$ cat config.mk
export PLATFORM = sky130hd
export DESIGN_NAME = majority_monitor
export DESIGN_NICKNAME = d
export VERILOG_FILES = /design/src/rtl/majority_monitor.sv
export SDC_FILE = /design/constraint.sdc
export NUM_CORES = 1
export LEC_CHECK = 0
export ABC_CLOCK_PERIOD_IN_PS = 1760
export CAP_MARGIN = 5
export CORE_MARGIN = 1
export CORE_UTILIZATION = 45
export DETAILED_ROUTE_END_ITERATION = 7
export PLACE_DENSITY = 0.77
export SLEW_MARGIN = 10
export SYNTH_ARGS = -nofsm -noshare
export SYNTH_HDL_FRONTEND = slang
export SYNTH_SLANG_ARGS = --single-unit
export TNS_END_PERCENT = 10
$ cat constraint.sdc
create_clock -name clk -period 1.76 [get_ports clk]
set_input_delay 0.176 -clock clk [delete_from_list [all_inputs] [get_ports clk]]
set_output_delay 0.176 -clock clk [all_outputs]
set_load 0.02 [all_outputs]
$ cat src/rtl/majority_monitor.sv
// majority_monitor: per-channel disagreement tracking, voter sanity check and redundancy state for a 3:1 voter
module majority_monitor #(
  parameter int FAULT_THRESH = 4,
  parameter int CNT_W = 3,
  parameter int EVT_W = 8
) (
  input  logic             clk,
  input  logic             rst,
  input  logic             clear,
  input  logic             sample_en,
  input  logic             x0,
  input  logic             x1,
  input  logic             x2,
  input  logic             y,
  output logic [2:0]       fault,
  output logic             voter_err,
  output logic [1:0]       state,
  output logic             alarm,
  output logic [EVT_W-1:0] evt_cnt
);
  typedef enum logic [1:0] {OK = 2'b00, DEGRADED = 2'b01, FAILED = 2'b10} state_t;
  localparam logic [CNT_W:0] THR = FAULT_THRESH[CNT_W:0];
  localparam logic [CNT_W-1:0] CNT_MAX = '1;
  localparam logic [EVT_W-1:0] EVT_MAX = '1;
  logic [CNT_W-1:0] cnt_q [3];
  logic [CNT_W-1:0] cnt_d [3];
  logic [2:0] fault_q, fault_d, mis;
  logic verr_q, verr_d, any_mis, multi_mis, multi_fault;
  logic [EVT_W-1:0] evt_q, evt_d;
  state_t state_q, state_d;
  always_comb begin
    mis = sample_en ? ({x2, x1, x0} ^ {3{y}}) : 3'b000;
    any_mis = |mis;
    multi_mis = (mis[0] & mis[1]) | (mis[0] & mis[2]) | (mis[1] & mis[2]);
    fault_d = fault_q;
    for (int i = 0; i < 3; i++) begin
      cnt_d[i] = !sample_en ? cnt_q[i] : !mis[i] ? '0 : cnt_q[i] == CNT_MAX ? cnt_q[i] : cnt_q[i] + 1'b1;
      fault_d[i] = fault_q[i] | (mis[i] & (({1'b0, cnt_q[i]} + 1'b1) >= THR));
    end
    verr_d = verr_q | multi_mis;
    evt_d = (any_mis && evt_q != EVT_MAX) ? evt_q + 1'b1 : evt_q;
    if (clear) begin
      for (int i = 0; i < 3; i++) cnt_d[i] = '0;
      fault_d = '0;
      verr_d = 1'b0;
      evt_d = '0;
    end
    multi_fault = (fault_d[0] & fault_d[1]) | (fault_d[0] & fault_d[2]) | (fault_d[1] & fault_d[2]);
    state_d = (verr_d || multi_fault) ? FAILED : (|fault_d) ? DEGRADED : OK;
  end
  always_ff @(posedge clk) begin
    if (rst) begin
      for (int i = 0; i < 3; i++) cnt_q[i] <= '0;
      fault_q <= '0;
      verr_q <= 1'b0;
      evt_q <= '0;
      state_q <= OK;
    end else begin
      for (int i = 0; i < 3; i++) cnt_q[i] <= cnt_d[i];
      fault_q <= fault_d;
      verr_q <= verr_d;
      evt_q <= evt_d;
      state_q <= state_d;
    end
  end
  assign fault = fault_q;
  assign voter_err = verr_q;
  assign state = state_q;
  assign alarm = state_q == FAILED;
  assign evt_cnt = evt_q;
endmodule

[Word level (Yosys, flattened, before mapping)]
Memory sizes are Yosys's and may differ from the RTL's.
Index checks and enable logic that the tools add are counted.
Cells by class
  eq/ne operators: 5
  add/sub/neg operators: 7
  bitwise gates (word level): 21
  $lt $le $gt $ge: 3
  muxes and demuxes: 21
  reductions and logical operators: 6
Operators with widths (number)
  $mux W3: 14
  $add A3 B1 Y4 const B: 3
  $ge A4 B3 Y1 const B: 3
  $or A1 B1 Y1: 11
  $add A3 B1 Y3 const B: 3
  $and A1 B1 Y1: 9
  $eq A3 B3 Y1 const B: 3
  $mux W9: 1
  $add A8 B1 Y8 const B: 1
  $ne A8 B8 Y1 const B: 1
  $reduce_or A3 Y1: 2
  $mux W1: 5
  $reduce_or A2 Y1: 2
  $xor A3 B3 Y3: 1
  $eq A2 B2 Y1 const B: 1
  $mux W2: 1
  $logic_and A1 B1 Y1: 1
  $logic_or A1 B1 Y1: 1
Storage, ports and cells
  memories: 1
  logic and storage cells: 69
  memory bits (writable): 9
  flip-flop bits (word level): 14
  output and inout port bits: 15
  input port bits: 8
Memories
  cnt_q: words 3, width 3, rd ports 3, clocked after Yosys merged registers in 0, wr ports 3, line 25  | logic [CNT_W-1:0] cnt_q [3];

[Logic depth before layout (Yosys ltp)]
Gate-level depths: netlist of run 1.
  depth in word-level cells: 10
  depth in mapped cells: 6
  depth with buffers taken out: 6

[Worst setup path after synthesis of run 1]
No wires, ideal clock.
  kind: flip-flop to flip-flop
  start point: mem cnt_q[0][0]
  end point: reg state_q[0] (netlist: state[0])
  clock period less this slack: 1715 ps
  arrival time: 1601 ps
  stages on the path, launching flop included: 7
  path buffers: 0
  setup slack: 45 ps
  setup time: 115 ps
  data required time: 1645 ps
  cells stage by stage: dfxtp_1 -> ha_1 -> ha_1 -> a31o_2 -> a31oi_4 -> xnor2_1 -> a2111oi_0
RTL lines
  from (decl): line 25
  to (signal assigned): line 63  | state_q <= state_d;
  to (decl): line 30  | state_t state_q, state_d;

==> results of run 1 <==
## cells by family after synthesis
logic type                 after synthesis  synth area share [%]
AOI/OAI and AO/OA                       32                 20.76
adders and majority gates                9                 9.110
buffers and inverters                    9                 3.601
DFF                                     23                 38.98
and+or+nand+nor                         45                 20.44
muxes                                    4                 3.390
xor gates and xnor gates                 5                 3.708
## cells in the mapped netlist (all sizes together)
cell     instances
and2             1
buf              2
inv              5
nand2            6
and3             5
a2111oi          1
o31ai            1
nand4            4
a31oi            4
o311ai           1
a21o             2
a31o             2
a311oi           1
maj3             2
o21ai            3
and4             2
o41ai            1
or2              1
a41o             1
xor2             2
nor2b            2
a21oi            7
a22oi            6
xnor2            3
or4              2
clkbuf           2
ha               7
or3              2
nor2            16
o31a             2
mux2i            4
nor3b            1
nor3             3
dfxtp           23
## worst max-delay path: stages (launching register included)
cell,delay [ps]
dfxtp_2,360
ha_4,160
ha_4,260
a31oi_2,30
o31a_2,330
xnor2_1,140
a2111oi_0,370
## sequential cells by signal (all words and copies together) (netlist names)
register	flops
cnt_q	9
evt_cnt	8
fault	3
state	2
voter_err	1
## routing by layer
layer	track usage (%)	wire length, um	vias up
met5	0	0	-
met4	7.895	14	0
met3	2.874	75	2
met2	36.04	1294	18
met1	22.94	1216	504
li1	-	-	556
## power by group through the flow
stage | logic [mW] | clock network (mW) | registers (mW)
after floorplan | 0.0616 | 0 | 0.549
after global placement | 0.121 | 0 | 0.544
after detailed placement | 0.125 | 0 | 0.544
after CTS | 0.126 | 0.256 | 0.534
after global routing | 0.137 | 0.274 | 0.535
final | 0.127 | 0.248 | 0.534
## what timing repair did
item,CTS,global route
endpoints found under the setup margin,1,2
resized for setup,8,3
cloned,0,0
hold endpoints to repair,0,0
buffers inserted,2,0
pin swaps,6,6
## path summary, 6_finish.rpt
check	startpoint	end	slack (ps)	cells past startpoint
setup / recovery	cnt_q[0][6]$_SDFFE_PP0P_	state[0]$_SDFF_PP0_	20	6
hold / removal	evt_cnt[5]$_SDFFE_PP0P_	evt_cnt[5]$_SDFFE_PP0P_	530	2
setup reg to reg	cnt_q[0][6]$_SDFFE_PP0P_	state[0]$_SDFF_PP0_	20	6
hold reg to reg	evt_cnt[5]$_SDFFE_PP0P_	evt_cnt[5]$_SDFFE_PP0P_	530	2
## through the flow
stage                     instance area, um2  hold WS [ps]  util [%]
after floorplan                         1181         352.0         -
after global placement                  1528         493.2     61.67
after detailed placement                1528         503.6     61.67
after CTS                               1620         522.4     65.40
after global routing                    1630         564.7     65.81
final                                   1630         526.9     65.81
## layout make-up
cell class,count,area (um2)
inverters,5,18.77
well taps,30,37.54
fillers,224,847.1
repair buffers,39,347.8
clock inverters,1,5.005
multi-input cells,95,733.2
flip-flops and latches,23,465.4
clock buffers,3,22.52
==> run_results.csv, run 1 <==
group,metric,value,unit
placed_design,place_hpwl,2.054,mm
synthesis,synth_area,0.001181,mm2
sta,post-route-period-util,98.83,%
finish,fin_nets,182,
clock_tree,clk_latency,310,ps
power,power.internal,675.7,uW
finish,syn_to_final_growth,38.03,%
clock_tree,clock-sinks,23,
sta,tightestPinTransition,386.0,ps
synthesis,synth_top_cell_area_share,38.98,%
synthesis,synth_warnings,0,
sta,fmax,574.9,MHz
global_routing,globalRouteTotalUtil,19.89,%
floorplanning,start_util,47.68,%
drt,viasPerCell,5.510,
critical_path,critPathKind,"reg -> reg",
drt,routedWlPerCell,13.27,um
global_routing,grt_max_degree,16,
finish,layout_common_cells,"clkdlybuf4s50_1, dfxtp_1, buf_4",
finish,drive_gt1_share,24.10,%
global_routing,antenna_found_initial,0,
clock_tree,clock_path_buffers,2,
floorplanning,die_x,53.23,um
flow_run,cap_violations,0,
power,sw_frac_of_total,25.61,%
power,finalPower,908.3,uW
sta,slew_headroom,74.07,%
sta,hold_viol,0,
placed_design,dp_cells,190,
floorplanning,fp.coreArea,0.002477,mm2
synthesis,syn_area_per_cell,9.300,um2
floorplanning,rows,18,
synthesis,syn-num-nets,142,
clock_tree,cts_root_buffer,"clkbuf_4",
synthesis,yosysSeqAreaShare,38.98,%
outcome,status,"completed",
power,switchingPower,232.6,uW
power,leakage,0.6231,nW
placed_design,port_buffers,22,
power,p_comb_share,13.9,%
sta,fin_crit,1739,ps
synthesis,yosysTopAreaCell,"dfxtp_1",
power,power.density,557.2,mW/mm2
finish,stdcell_count,196,
floorplanning,die-area,0.002833,mm2
sta,setup_tns,0,ps
global_routing,grt_pass1_vias,989,
power,ir_drop,0.0004062,V
sta,setup_viol,0,
clock_tree,ctsHtreeMaxLevel,1,
clock_tree,path_clk_slew,130,ps
global_routing,grt_overflow,0,
power,p_clk_share,27.3,%
floorplanning,pin_count,23,
placed_design,gp_congestion,0.7628,
critical_path,cp.arrival,1950,ps
synthesis,ys_ff_latch,23,
drt,final_antenna_net_count,0,
drt,drt-total-wl,2.600,mm
sta,worst_slack,20.52,ps
finish,layout_commonest_cell,"clkdlybuf4s50_1",
critical_path,end_kind,"flip-flop",
drt,drt_first_pass_iters,4,
power,pwr-share-seq,58.8,%
sta,final_max_slew_viol_count,0,
placed_design,place_ws,-143.6,ps
drt,vias,1080,
critical_path,startpoint_type,"flip-flop",
clock_tree,cts_buffers,3,
sta,rsz0062_at_grt,"true",
drt,drt-initial-drc-count,22,
global_routing,grt_pass1_wl,4.043,mm
worst_hold_path,hp-class,"reg -> reg",
drt,drc_errors,0,
floorplanning,die_y,53.23,um
clock_tree,hold_buffers,0,
critical_path,critical_path.max_fanout,3,
synthesis,ys_types,41,
synthesis,yosys-top-cells-area,"dfxtp_1, ha_1, nor2_1",
synthesis,syn_inst,127,
critical_path,crit_required,1970,ps
finish,diodes,0,
sta,worst_clock_skew,0.8132,ps
clock_tree,cts_tree,"done",
Note: power is estimated with default switching activity, not from simulation.
==> inputs of run 2 (changes only) <==
- ABC_CLOCK_PERIOD_IN_PS: 1760 -> 2200
- CORE_UTILIZATION: 45 -> 54
- PLACE_DENSITY: 0.77 -> 0.86
- clock period: 1.76 -> 2.2 ns (I/O delays scaled with it)
==> run 2 against run 1 <==
Effect of this change:
- first-iteration DRC count up 32%
- core utilization up 6.4 points
- critical path type unchanged
- wire length down 9.5%
- maximum frequency down 7.9%
- flip-flop and latch count unchanged
- design area down 11%
- critical path depth unchanged
- die area down 16%
- via count down 4.2%
- count of clock-buffer cells in the layout up 1
==> run_results.csv, run 2 (same netlist as run 1, synthesis figures left out) <==
group,metric,value,unit
critical_path,startpoint_type,"flip-flop",
critical_path,cp.arrival,2080,ps
power,finalPower,702.6,uW
clock_tree,ctsHtreeMaxLevel,1,
floorplanning,pin_count,23,
clock_tree,clock_path_buffers,2,
sta,final_max_slew_viol_count,0,
sta,fmax,529.6,MHz
sta,setup_viol,0,
sta,rsz0062_at_grt,"false",
global_routing,antenna_found_initial,0,
floorplanning,die_x,48.77,um
critical_path,critPathBufInv,0,
drt,routedWlPerCell,13.30,um
finish,layout_common_cells,"dfxtp_1, clkdlybuf4s50_1, nor2_1",
global_routing,grt_use_met3,2.804,%
finish,fin_nets,166,
floorplanning,start_util,59.00,%
placed_design,place_hpwl,1.749,mm
floorplanning,die_y,48.77,um
drt,drt-initial-drc-count,29,
sta,worst_clock_skew,6.010,ps
clock_tree,clk_latency,300,ps
finish,top_register,"cnt_q",
placed_design,place_ws,188.3,ps
placed_design,port_buffers,22,
global_routing,grt_pass1_wl,3.912,mm
sta,setup_tns,0,ps
flow_run,cap_violations,0,
global_routing,use_met2,37.50,%
power,leakage,0.5489,nW
global_routing,grt_max_degree,22,
drt,drt-total-wl,2.354,mm
sta,worst_slack,311.7,ps
finish,largest_reg_flops,9,
critical_path,max_stage_delay,400,ps
critical_path,slowest_stage,"a2111oi_0",
critical_path,crit_chain,"ha_1 -> ha_1 -> a31o_2 -> a31oi_4 -> xnor2_1 -> a2111oi_0",
finish,syn_to_final_growth,22.35,%
finish,drive_gt1_share,9.333,%
drt,drc_errors,0,
sta,tightestPinTransition,420.5,ps
drt,vias,1035,
floorplanning,rows,16,
power,ir_drop,0.0003351,V
clock_tree,path_clk_slew,120,ps
clock_tree,hold_buffers,0,
global_routing,grt_pass1_vias,963,
sta,fin_crit,1888,ps
clock_tree,cts_buffers,3,
critical_path,critical_path.max_fanout,4,
global_routing,globalRouteTotalUtil,21.17,%
outcome,status,"completed",
critical_path,r2r_setup_slack,310,ps
floorplanning,die-area,0.002379,mm2
global_routing,grt_use_met1,25.20,%
critical_path,critPathKind,"reg -> reg",
floorplanning,fp.coreArea,0.002002,mm2
clock_tree,cts_root_buffer,"clkbuf_4",
clock_tree,ctsResizeCount,0,
power,power.density,486.2,mW/mm2
critical_path,crit_required,2390,ps
finish,diodes,0,
clock_tree,cts_tree,"done",
clock_tree,clock-sinks,23,
clock_tree,post_cts_buffers,0,
placed_design,gp_congestion,0.7869,
critical_path,end_kind,"flip-flop",
worst_hold_path,hp-class,"reg -> reg",
sta,post-route-period-util,85.83,%
drt,final_antenna_net_count,0,
sta,slew_headroom,71.96,%
sta,hold_viol,0,
drt,viasPerCell,5.847,
critical_path,crit_family,"compound AO/OA/AOI/OAI gates",
global_routing,grt_busiest_layer,"met2",
critical_path,cpMostUsedCell,"ha_1",
drt,drt_first_pass_iters,4,
finish,layout_commonest_cell,"dfxtp_1",
global_routing,grt_overflow,0,
run 2: cell types whose count changed in the layout (fill, tap and decap cells not counted), sizes merged:
cell,change
clkinv,-1
clkbuf,+1
buf,-16
run 2: final cells by class:
type,count,area (um2)
Tap cell,27,33.78
Sequential cell,23,460.4
Fill cell,154,556.8
Multi-Input combinational cell,95,678.2
Timing Repair Buffer,23,227.7
Clock buffer,4,26.28
Inverter,5,18.77
run 2: final timing paths:
path / start / to / cells after the start
worst max register to register: cnt_q[0][0]$_SDFFE_PP0P_ / state[0]$_SDFF_PP0_ / 6
worst max-delay path: cnt_q[0][0]$_SDFFE_PP0P_ / state[0]$_SDFF_PP0_ / 6
worst min register to register: evt_cnt[5]$_SDFFE_PP0P_ / evt_cnt[5]$_SDFFE_PP0P_ / 2
worst min-delay path: evt_cnt[5]$_SDFFE_PP0P_ / evt_cnt[5]$_SDFFE_PP0P_ / 2
run 2: power breakdown:
group / switching, mW / internal (mW) / total (mW)
Combinational: 0.0469 / 0.0381 / 0.0850
Clock: 0.120 / 0.0706 / 0.191
Sequential: 0.00479 / 0.422 / 0.427
Total: 0.172 / 0.531 / 0.703
run 2: per-layer routing:
metal	vias up	part of all wire (%)
li1	525	-
met1	480	48
met2	28	48
met3	2	3.5
met4	0	0.59
met5	-	0
run 2: per-stage QoR:
stage	hold slack (ps)	utilization, %	cell area (um2)	instances
final	541.8	72.19	1445	177
after global placement	496.1	70.88	1419	173
after detailed placement	516.4	70.88	1419	173
after CTS	534.1	72.19	1445	177
after global routing	569.6	72.19	1445	177
after floorplan	396.0	-	1181	127
run 2: worst reg2reg max path: cells and delay by family (launching register included):
kind	cells	cell delay (ps)
AO/OA/AOI/OAI	3	840
adder cells (fa/ha/maj)	2	500
flip-flops	1	350
XOR/XNOR	1	90
==> inputs of run 3 (changes only) <==
- CORE_MARGIN: 1 -> 3
==> run 3 against run 2 <==
Effect of this change:
- die area rose by 17%
- critical path depth did not move
- sequential share of layout area barely moved
- flip-flop and latch count did not move
- via count fell by 2.9%
- non-clock buffer count did not move
- count of clock-buffer cells in the layout fell by 1
- power rose by 0.94%
- clock skew barely moved
- hold slack got worse by 23 ps
- critical path type unchanged
==> run_results.csv, run 3 (same netlist as run 1, synthesis figures left out) <==
group,metric,value,unit
outcome,status,"completed",
floorplanning,rows,16,
critical_path,r2r_setup_slack,290,ps
global_routing,globalRouteTotalUtil,18.03,%
finish,syn_to_final_growth,22.46,%
finish,n_fill_cell,159,
clock_tree,clock_path_buffers,2,
finish,stdcell_count,177,
sta,hold_slack,519.0,ps
worst_hold_path,hp-class,"reg -> reg",
floorplanning,fp.coreArea,0.002022,mm2
critical_path,r2r_cells,6,
worst_hold_path,hp-start,"evt_cnt[5]$_SDFFE_PP0P_",
floorplanning,start_util,58.42,%
drt,drt-total-wl,2.261,mm
global_routing,grt_use_met3,2.564,%
power,finalPower,709.3,uW
placed_design,dp_cells,173,
sta,setup_tns,0,ps
finish,layout_common_cells,"dfxtp_1, clkdlybuf4s50_1, nor2_1",
global_routing,use_met2,29.75,%
finish,top_register,"cnt_q",
finish,diodes,0,
clock_tree,cts_root_buffer,"clkbuf_4",
finish,fin_nets,166,
critical_path,r2r_start,"cnt_q[0][0]$_SDFFE_PP0P_",
placed_design,place_hpwl,1.760,mm
clock_tree,cts_tree,"done",
clock_tree,ctsResizeCount,0,
worst_hold_path,worstHoldPathCells,2,
critical_path,end_kind,"flip-flop",
drt,vias,1005,
global_routing,grt_pass1_wl,3.732,mm
clock_tree,clock-sinks,23,
drt,drc_errors,0,
drt,drt-initial-drc-count,25,
floorplanning,pin_count,23,
floorplanning,die_y,52.77,um
sta,fmax,524.5,MHz
global_routing,grt_use_met1,23.69,%
sta,setup_viol,0,
sta,rsz0062_at_grt,"false",
power,sw_frac_of_total,25.58,%
finish,layout_commonest_cell,"dfxtp_1",
clock_tree,path_clk_slew,140,ps
sta,tightestPinTransition,388.6,ps
sta,hold_viol,0,
placed_design,port_buffers,22,
global_routing,grt_busiest_layer,"met2",
clock_tree,clk_latency,310,ps
power,power.density,490.4,mW/mm2
sta,fin_crit,1907,ps
sta,worst_clock_skew,6.267,ps
floorplanning,die_x,52.77,um
placed_design,gp_congestion,0.8780,
floorplanning,die-area,0.002785,mm2
critical_path,crit_required,2400,ps
global_routing,grt_max_degree,22,
worst_hold_path,hold-path-endpoint,"evt_cnt[5]$_SDFFE_PP0P_",
power,switchingPower,181.4,uW
drt,routedWlPerCell,12.77,um
drt,drt_first_pass_iters,4,
critical_path,r2r_end,"state[0]$_SDFF_PP0_",
critical_path,startpoint_type,"flip-flop",
clock_tree,hold_buffers,0,
power,pwr-share-seq,60.2,%
power,power.internal,527.8,uW
critical_path,cp.arrival,2110,ps
global_routing,antenna_found_initial,0,
power,p_clk_share,28.1,%
global_routing,grt_pass1_vias,893,
drt,final_antenna_net_count,0,
power,p_comb_share,11.8,%
flow_run,cap_violations,0,
sta,final_max_slew_viol_count,0,
power,ir_drop,0.0003115,V
sta,slew_headroom,74.09,%
critical_path,critPathKind,"reg -> reg",
sta,post-route-period-util,86.67,%
clock_tree,post_cts_buffers,0,
clock_tree,ctsHtreeMaxLevel,1,
drt,viasPerCell,5.678,
global_routing,grt_overflow,0,
finish,largest_reg_flops,9,
critical_path,critical_path.max_fanout,4,
clock_tree,cts_buffers,3,
power,leakage,0.5517,nW
finish,drive_gt1_share,10.00,%
-- run 3: worst max path at each step --
stage	from	end	slack, ps	depth (start not counted)
global route	cnt_q[0][0]$_SDFFE_PP0P_	state[0]$_SDFF_PP0_	140	6
CTS	cnt_q[0][0]$_SDFFE_PP0P_	state[0]$_SDFF_PP0_	290	6
finish	cnt_q[0][0]$_SDFFE_PP0P_	state[0]$_SDFF_PP0_	290	6
floorplan	cnt_q[0][0]$_SDFFE_PP0P_	state[0]$_SDFF_PP0_	480	6
detailed placement	y	state[0]$_SDFF_PP0_	180	5
global placement	y	evt_cnt[6]$_SDFFE_PP0P_	230	5
-- run 3: worst max-delay path, stage by stage, from the launching register on --
cell and delay [ps]:
dfxtp_1 360, ha_1 210, ha_1 290, a31o_2 240, a31oi_4 210, xnor2_1 90, a2111oi_0 390
-- run 3: layout make-up --
cell class                 instances  area, um2  area share [%]
clock buffer                       3      22.52           1.557
tap                               27      33.78           2.336
clock inverter                     1      5.005          0.3460
multi-input combinational         95      678.2           46.89
inverter                           5      18.77           1.298
timing repair buffer              23      227.7           15.74
sequential                        23      460.4           31.83
-- run 3: metal layers --
layer	share of wire, %	vias to the layer above
met3	3.7	2
met5	0	-
met2	47	15
met4	0.53	0
met1	48	466
li1	-	522
-- run 3: power groups by stage --
stage | Sequential [mW] | Clock (mW) | Combinational (mW)
final | 0.427 | 0.199 | 0.0834
after CTS | 0.427 | 0.204 | 0.0839
after global placement | 0.435 | 0 | 0.0816
after detailed placement | 0.436 | 0 | 0.0835
after floorplan | 0.439 | 0 | 0.0492
after global routing | 0.428 | 0.218 | 0.0920
-- run 3: per-stage QoR --
step                      cell area [um2]  setup slack [ps]  utilization (%)
final                                1446             293.4            71.53
after global routing                 1446             143.6            71.53
after CTS                            1446             294.4            71.53
after detailed placement             1419             182.3            70.17
after global placement               1419             230.6            70.17
after floorplan                      1181             484.9                -
==> RTL change: new RTL, config.mk and constraints of run 1 <==
Change the parameter `EVT_W` from 8 to 10.
--- a/src/rtl/majority_monitor.sv
+++ b/src/rtl/majority_monitor.sv
@@ -3,5 +3,5 @@
   parameter int FAULT_THRESH = 4,
   parameter int CNT_W = 3,
-  parameter int EVT_W = 8
+  parameter int EVT_W = 10
 ) (
   input  logic             clk,
Interface: changed (resized evt_cnt); port bits go from 23 to 25. The function was not compared with the original's and may differ.
==> RTL change against run 1 <==
  * Routed wire length is 22% higher
  * Count of clock-buffer cells in the layout stayed put
  * Sequential cell count is 2 higher
  * Setup slack better by 23 ps
  * Area after synthesis is 9.5% higher
  * Cell area is 13% higher
  * Core utilization is 1.7 points higher
  * Total power is 7.1% higher
==> RTL change: results (changes against run 1) <==
INFO  metric route.met3.wl = 121 um (+61%)
INFO  metric timing.critical_path.max_delay_family = simple AND/OR/NAND/NOR gates
INFO  metric detail_routed_net_length_per_standard_cell = 14.7 um (+11%)
INFO  metric leakagePower = 0.623 nW (about the same)
INFO  metric synth.cells.most_frequent = sky130_fd_sc_hd__dfxtp_1, sky130_fd_sc_hd__nor2_1, sky130_fd_sc_hd__a21oi_1
INFO  metric netlist-cell-type-count = 38 (-7.3%)
INFO  metric worst_r2r_startpoint = evt_cnt[1]
INFO  metric postSynthNetCount = 156 (+9.9%)
INFO  metric reg2reg_slack = 40 ps (+20 ps)
INFO  metric worst_pin_slew = 473 ps (+87.0 ps)
INFO  metric buffer_ports.inserted = 24 (+9.1%)
INFO  metric place.detailed.instances = 203 (+6.8%)
INFO  metric place.detailed.hpwl = 2070 um (+0.92%)
INFO  metric post_route_cells_drive_above_1_share = 0.297 (+0.0563)
INFO  metric layoutNonFillerInstCount = 216 (+10%)
INFO  metric first_iter_violations = 33 (+50%)
INFO  metric outcome = finished, final reports clean
INFO  metric worst_ir_drop_vdd = 0.000543 V (+34%)
INFO  metric maximum_number_of_pins_on_one_net_before_global_route_repair = 24 (+8)
INFO  metric clk_pin_slew = 150 ps (+20 ps)
INFO  metric r2r_end = evt_cnt[8]
INFO  metric gr-usage-met3 = 0.0302 (+0.00150)
INFO  metric finClkSkew = 16.8 ps (+16.0 ps)
INFO  metric synth_area_leaders = sky130_fd_sc_hd__dfxtp_1, sky130_fd_sc_hd__ha_1, sky130_fd_sc_hd__nor2_1, sky130_fd_sc_hd__a21oi_1, sky130_fd_sc_hd__mux2i_1
INFO  metric routability_cong = 0.764 (about the same)
INFO  metric critPathMaxFanout = 5 (+2)
INFO  metric grt.met1_usage = 0.218 (-0.0109)
INFO  metric grt_util_met2 = 0.356 (-0.00413)
INFO  metric worstRegToRegCells = 5 (-1)
==> RTL change: changes by cell type after synthesis, moves of 2 or more <==
| cell | delta |
|---|---|
| sky130_fd_sc_hd__a21oi_1 | +4 |
| sky130_fd_sc_hd__and3_1 | -4 |
| sky130_fd_sc_hd__clkbuf_1 | +3 |
| sky130_fd_sc_hd__o31ai_1 | +3 |
| sky130_fd_sc_hd__or3_1 | +3 |
| sky130_fd_sc_hd__or4_1 | +3 |
| sky130_fd_sc_hd__dfxtp_1 | +2 |
| sky130_fd_sc_hd__inv_1 | +2 |
| sky130_fd_sc_hd__nand3_1 | +2 |
| sky130_fd_sc_hd__nand4_1 | -2 |
| sky130_fd_sc_hd__nor4_1 | +2 |
| sky130_fd_sc_hd__o21ai_0 | +2 |
==> RTL change: per-stage QoR <==
stage,setup TNS [ps],utilization,instance area [sq um],setup WS (ps)
floorplan,0,-,1300,29.3
global placement,-1290,0.598,1640,-120
detailed placement,-2250,0.598,1640,-200
CTS,0,0.634,1730,0.230
global route,-70.6,0.675,1840,-42.7
finish,0,0.675,1840,43.4
==> RTL change: worst max-delay path by stage <==
stage,cells after the start,from,end
4_1_cts,6,cnt_q[0][3],state[0]
3_5_place_dp,5,y,evt_cnt[9]
6_report,5,evt_cnt[1],evt_cnt[8]
5_1_grt,6,cnt_q[0][0],state[0]
3_3_place_gp,5,y,evt_cnt[5]
2_1_floorplan,6,cnt_q[0][3],state[0]
==> RTL change: repair_timing <==
action                                  CTS  global route
setup buffers                             3             6
pin swaps                                 5             7
resized for setup                         9            12
endpoints found under the setup margin    1             3
==> RTL change: power breakdown <==
part	total, W	leakage (nW)	internal, W	switching, W
Clock	0.000255	0.0177	0.0000849	0.000170
Combinational	0.000140	0.399	0.0000672	0.0000730
Sequential	0.000577	0.206	0.000572	0.00000503
==> RTL change: worst min-delay path: cells and delay by family, from the launching register on <==
kind | cells | cell delay, ps
flops | 1 | 370
simple gates | 1 | 60
mux | 1 | 50
==> RTL change: final cells by class <==
class | count | area (sq um) | share of cell area
inverter | 8 | 30.0 | 0.0163
clock inverter | 1 | 5.00 | 0.00271
multi-input combinational | 102 | 831 | 0.450
tap | 31 | 38.8 | 0.0210
sequential | 25 | 512 | 0.277
clock buffer | 3 | 22.5 | 0.0122
timing repair buffer | 46 | 405 | 0.220
==> RTL change: kinds of logic (layout without fill, tap and decap cells) <==
| group | Yosys count | after routing | share of synthesized area |
|---|---|---|---|
| muxes | 5 | 5 | 0.0387 |
| and+or+nand+nor | 47 | 47 | 0.208 |
| xor gates and xnor gates | 5 | 5 | 0.0339 |
| buffers and inverters | 14 | 58 | 0.0522 |
| adders and majority gates | 9 | 9 | 0.0841 |
| DFF | 25 | 25 | 0.387 |
| AOI/OAI and AO/OA | 36 | 36 | 0.196 |
